File: config.mk
export PLATFORM = sky130hd
export DESIGN_NAME = cla_slice_sequencer
export DESIGN_NICKNAME = d
export VERILOG_FILES = /design/src/rtl/cla_seq_pkg.sv /design/src/rtl/carry_lookahead_4bit.sv /design/src/rtl/cla_slice_sequencer.sv
export SDC_FILE = /design/constraint.sdc
export NUM_CORES = 1
export LEC_CHECK = 0
export CAP_MARGIN = 20
export CORE_UTILIZATION = 45
export CTS_CLUSTER_DIAMETER = 60
export DETAILED_ROUTE_END_ITERATION = 7
export PLACE_DENSITY_LB_ADDON = 0.05
export SYNTH_ARGS = -nofsm -noshare
export SYNTH_HDL_FRONTEND = slang
export SYNTH_SLANG_ARGS = --single-unit
export TNS_END_PERCENT = 1
File: constraint.sdc
create_clock -name clk -period 2.5 [get_ports clk]
set_input_delay 0.5 -clock clk [delete_from_list [all_inputs] [get_ports clk]]
set_output_delay 0.5 -clock clk [all_outputs]
set_load 0.02 [all_outputs]
File: src/rtl/cla_seq_pkg.sv
// rtl/cla_seq_pkg.sv - shared types and constants for the nibble-serial CLA sequencer
package cla_seq_pkg;

    localparam int SLICE_W = 4;

    typedef enum logic [1:0] {
        IDLE = 2'd0,
        RUN  = 2'd1,
        DONE = 2'd2
    } state_t;

    function automatic int slice_cnt(input int width);
        return width / SLICE_W;
    endfunction

endpackage

File: src/rtl/carry_lookahead_4bit.sv
// rtl/carry_lookahead_4bit.sv - 4-bit carry-lookahead adder slice
module carry_lookahead_4bit (
    output logic [3:0] SUM,
    output logic       C_out,
    input  logic [3:0] A,
    input  logic [3:0] B,
    input  logic       C_in
);

    logic [3:0] g;
    logic [3:0] p;
    logic [4:0] c;

    assign g = A & B;
    assign p = A ^ B;

    // Every carry is expanded from generate/propagate terms, not rippled.
    assign c[0] = C_in;
    assign c[1] = g[0] | (p[0] & C_in);
    assign c[2] = g[1] | (p[1] & g[0]) | (p[1] & p[0] & C_in);
    assign c[3] = g[2] | (p[2] & g[1]) | (p[2] & p[1] & g[0]) | (p[2] & p[1] & p[0] & C_in);
    assign c[4] = g[3] | (p[3] & g[2]) | (p[3] & p[2] & g[1]) | (p[3] & p[2] & p[1] & g[0])
                | (p[3] & p[2] & p[1] & p[0] & C_in);

    assign SUM   = p ^ c[3:0];
    assign C_out = c[4];

endmodule

File: src/rtl/cla_slice_sequencer.sv
// rtl/cla_slice_sequencer.sv - wide adder built by sequencing one 4-bit CLA slice per cycle
module cla_slice_sequencer
    import cla_seq_pkg::*;
#(
    parameter int WIDTH = 16
) (
    input  logic             clk,
    input  logic             rst_n,
    input  logic             in_valid,
    output logic             in_ready,
    input  logic [WIDTH-1:0] a,
    input  logic [WIDTH-1:0] b,
    input  logic             c_in,
    output logic             out_valid,
    input  logic             out_ready,
    output logic [WIDTH-1:0] sum,
    output logic             c_out,
    output logic             ovf
);

    localparam int NSLICE = slice_cnt(WIDTH);
    localparam int IDX_W  = (NSLICE > 1) ? $clog2(NSLICE) : 1;
    localparam logic [IDX_W-1:0] LAST_IDX = IDX_W'(NSLICE - 1);

    state_t state;
    logic [IDX_W-1:0] idx;
    logic carry;
    // Operands and sum are held nibble-indexed so the slice select is a plain mux.
    logic [NSLICE-1:0][SLICE_W-1:0] a_reg;
    logic [NSLICE-1:0][SLICE_W-1:0] b_reg;
    logic [NSLICE-1:0][SLICE_W-1:0] sum_reg;
    logic c_out_reg;
    logic ovf_reg;

    logic [SLICE_W-1:0] slice_sum;
    logic slice_cout;
    logic a_msb;
    logic b_msb;

    carry_lookahead_4bit u_slice (
        .SUM   (slice_sum),
        .C_out (slice_cout),
        .A     (a_reg[idx]),
        .B     (b_reg[idx]),
        .C_in  (carry)
    );

    assign a_msb = a_reg[NSLICE-1][SLICE_W-1];
    assign b_msb = b_reg[NSLICE-1][SLICE_W-1];

    always_ff @(posedge clk or negedge rst_n) begin
        if (!rst_n) begin
            state     <= IDLE;
            idx       <= '0;
            carry     <= 1'b0;
            a_reg     <= '0;
            b_reg     <= '0;
            sum_reg   <= '0;
            c_out_reg <= 1'b0;
            ovf_reg   <= 1'b0;
        end else begin
            case (state)
                IDLE: begin
                    if (in_valid) begin
                        a_reg <= a;
                        b_reg <= b;
                        carry <= c_in;
                        idx   <= '0;
                        state <= RUN;
                    end
                end
                RUN: begin
                    sum_reg[idx] <= slice_sum;
                    carry        <= slice_cout;
                    if (idx == LAST_IDX) begin
                        c_out_reg <= slice_cout;
                        ovf_reg   <= (a_msb == b_msb) && (slice_sum[SLICE_W-1] != a_msb);
                        idx       <= '0;
                        state     <= DONE;
                    end else begin
                        idx <= idx + 1'b1;
                    end
                end
                DONE: begin
                    if (out_ready) begin
                        state <= IDLE;
                    end
                end
                default: state <= IDLE;
            endcase
        end
    end

    assign in_ready  = (state == IDLE);
    assign out_valid = (state == DONE);
    assign sum       = sum_reg;
    assign c_out     = c_out_reg;
    assign ovf       = ovf_reg;

endmodule

==> results.sh <==
export IMPL_run_status="finished clean"
export IMPL_critPathCaptureType="register"
export IMPL_cts_buffer_depth=2
export IMPL_relSlewSlack=0.555
export IMPL_globalRouteTotalUtil=0.188
export IMPL_yosys_warnings=0
export IMPL_syn_area_um2=2480
export IMPL_period_share=0.944
export IMPL_setup_viol=0
export IMPL_ir_drop_uv=613
export IMPL_yosys_top_cells_area="dfrtp_1 (55%), nand2_1 (18%), mux4_2 (7.3%), ha_1 (4.0%), o21ai_0 (2.6%)"
export IMPL_syn2layout_area_growth_pct=31.7
export IMPL_via_per_inst=4.78
export IMPL_path_class="register to register"
export IMPL_worstPathCellList="buf_4 > mux4_2 > ha_1 > o21ai_0 > o21a_1 > or3_4 > o211ai_1"
export IMPL_regToRegStartpoint="idx[0]$_DFFE_PN0P_"
export IMPL_tns_ps=0
export IMPL_fin_util=0.629
export IMPL_drive_above_1_share=0.108
export IMPL_clock_skew_ps=5.65
export IMPL_worst_path_buf_inv=1
export IMPL_ctsHoldBuffers=0
export IMPL_r2r_end="ovf$_DFFE_PN0P_"
export IMPL_synth_top_area_frac=0.554
export IMPL_rows=26
export IMPL_totalWireLength_um=4930
export IMPL_root_buffer="clkbuf_8"
export IMPL_slew_viol_final=0
export IMPL_path_depth=7
export IMPL_cp_slowest_stage_delay_ps=500
export IMPL_ys_flop_type="dfrtp_1"
export IMPL_stdcell_count=386
export IMPL_num_io_pins=57
export IMPL_gp_congestion=0.762
export IMPL_diodes=0
export IMPL_async_flop_share=1.00
export IMPL_wl_per_cell_um=12.8
export IMPL_rsz0062_at_grt="no"
export IMPL_die_area_um2=5820
export IMPL_ys_seq_area_frac=0.554
export IMPL_post_synth_top_count_cell="nand2_1"
export IMPL_antenna_left=0
export IMPL_grt_pass1_vias=1798
export IMPL_nNetsFinal=361
export IMPL_max_clock_freq_mhz=424
export IMPL_grt_overflow=0
export IMPL_crit_family="multiplexers"
export IMPL_min_period_ps=2360
export IMPL_remaining_drc_errors=0
export IMPL_core_area_um2=5200
export IMPL_clock_sinks=55
export IMPL_p_leak_nw=1.56
export IMPL_powerDensity_nw_per_um2=1400
export IMPL_hpwl_um=3730
export IMPL_final_hold_viol_count=0
export IMPL_die_width_um=76.3
export IMPL_critPathLaunchType="register"
export IMPL_crit_fanout=6
export IMPL_htreeDepth=2
export IMPL_antenna_found_initial=0
export IMPL_reg2reg_depth=7
export IMPL_crit_required_ps=2730
export IMPL_syn_nets=297
export IMPL_hp_class="input port to asynchronous set/reset pin"
export IMPL_grt_max_degree=30
export IMPL_worst_pin_slew_ps=667
export IMPL_synth_avg_cell_area_um2=9.90
export IMPL_synthTopCellsByCount="nand2_1 (116), dfrtp_1 (55), o21ai_0 (13)"
export IMPL_cap_viol_max_count=0
export IMPL_yosys_area_top_type="dfrtp_1"
export IMPL_synth_cell_types=29
export IMPL_drtIter0Drc=50
export IMPL_dp_cells=376
export IMPL_die_h_um=76.3
export IMPL_synth_edff_count=0
export IMPL_insertion_delay_ps=300
export IMPL_vias=1846
export IMPL_initial_core_util=0.477
export IMPL_syn_inst=251
export IMPL_critPathArrivalTime_ps=2590
export IMPL_largest_reg_flops=16
export IMPL_r2r_slack_ps=140
export IMPL_cts_tree="yes"
export IMPL_cts_buffers=5
export IMPL_grt_pass1_wl_um=8570
export IMPL_port_buffers=56
export IMPL_total_power_mw=4.59
export IMPL_drtPass1Iterations=4
export IMPL_cts_reportedPaths_clkPinSlew_ps=100
export IMPL_ys_ff_latch=55
export IMPL_crit_path_top_delay_cell="mux4_2"
cells in the final DEF, fill, tap and decap left out, types with 2 or more instances in the layout:
cell type          n
a21oi_1            3
buf_4              9
clkbuf_8           5
clkdlybuf4s50_1   55
dfrtp_1           54
ha_1               8
inv_1              6
mux2_2             4
mux4_2             8
nand2_1          116
nand2b_1           2
nor2_1             3
nor2b_1            2
nor3_1             2
o21ai_0           13
o21ai_1            4
o31ai_1            3
what timing repair did:
item                                    4_1_cts  5_1_grt
endpoints found under the setup margin        0        7
setup buffers                                 0        2
gates resized for setup                       0        1
routing by layer:
layer / global-route usage / part of all wire
met5: 0 / 0
met1: 0.251 / 0.48
met2: 0.305 / 0.47
met4: 0.0654 / 0.018
met3: 0.0395 / 0.035
worst register-to-register path: cells and delay by family (launching register included):
family / cells / cell delay [ps]
fa+ha+maj: 1 / 370
compound gates: 3 / 490
flops: 1 / 440
simple gates: 1 / 360
mux: 1 / 500
buf+inv: 1 / 130
how the worst max path moves through the flow:
stage                       start              end  slack (ps)
2_1_floorplan  idx[0]$_DFFE_PN0P_  ovf$_DFFE_PN0P_          10
5_1_grt        idx[0]$_DFFE_PN0P_  ovf$_DFFE_PN0P_          10
4_1_cts        idx[0]$_DFFE_PN0P_  ovf$_DFFE_PN0P_          10
3_5_place_dp   idx[0]$_DFFE_PN0P_  ovf$_DFFE_PN0P_          50
6_report       idx[0]$_DFFE_PN0P_  ovf$_DFFE_PN0P_         140
3_3_place_gp   idx[0]$_DFFE_PN0P_  ovf$_DFFE_PN0P_          90
kinds of logic after synthesis:
kind of cell | after synthesis | synth area share
simple gates | 131 | 0.216
flops | 55 | 0.554
compound gates | 27 | 0.0614
buf+inv | 15 | 0.0232
mux | 12 | 0.0906
fa+ha+maj | 9 | 0.0483
xor+xnor | 2 | 0.00705
cell type report:
class                           instances  area, um2
Sequential cell                        55       1380
Clock buffer                            6       72.6
Tap cell                               70       87.6
Timing Repair Buffer                   66        643
Multi-Input combinational cell        181       1060
Fill cell                             470       1930
Clock inverter                          2       12.5
Inverter                                6       22.5
per-stage QoR:
step	cell area (um2)	hold WS [ps]	worst slack (ps)
2_1_floorplan	2480	204	14.9
3_3_place_gp	3170	462	87.6
3_5_place_dp	3170	462	45.7
4_1_cts	3260	229	14.3
5_1_grt	3270	258	11.3
6_report	3270	215	139
power breakdown:
group	switching, mW	total [mW]	leakage [nW]	internal [mW]
logic	1.34	2.51	0.838	1.17
clock network	0.281	0.477	0.0412	0.196
registers	0.281	1.60	0.682	1.32
total	1.90	4.59	1.56	2.69
No activity file was read; power rests on OpenSTA's default activity.
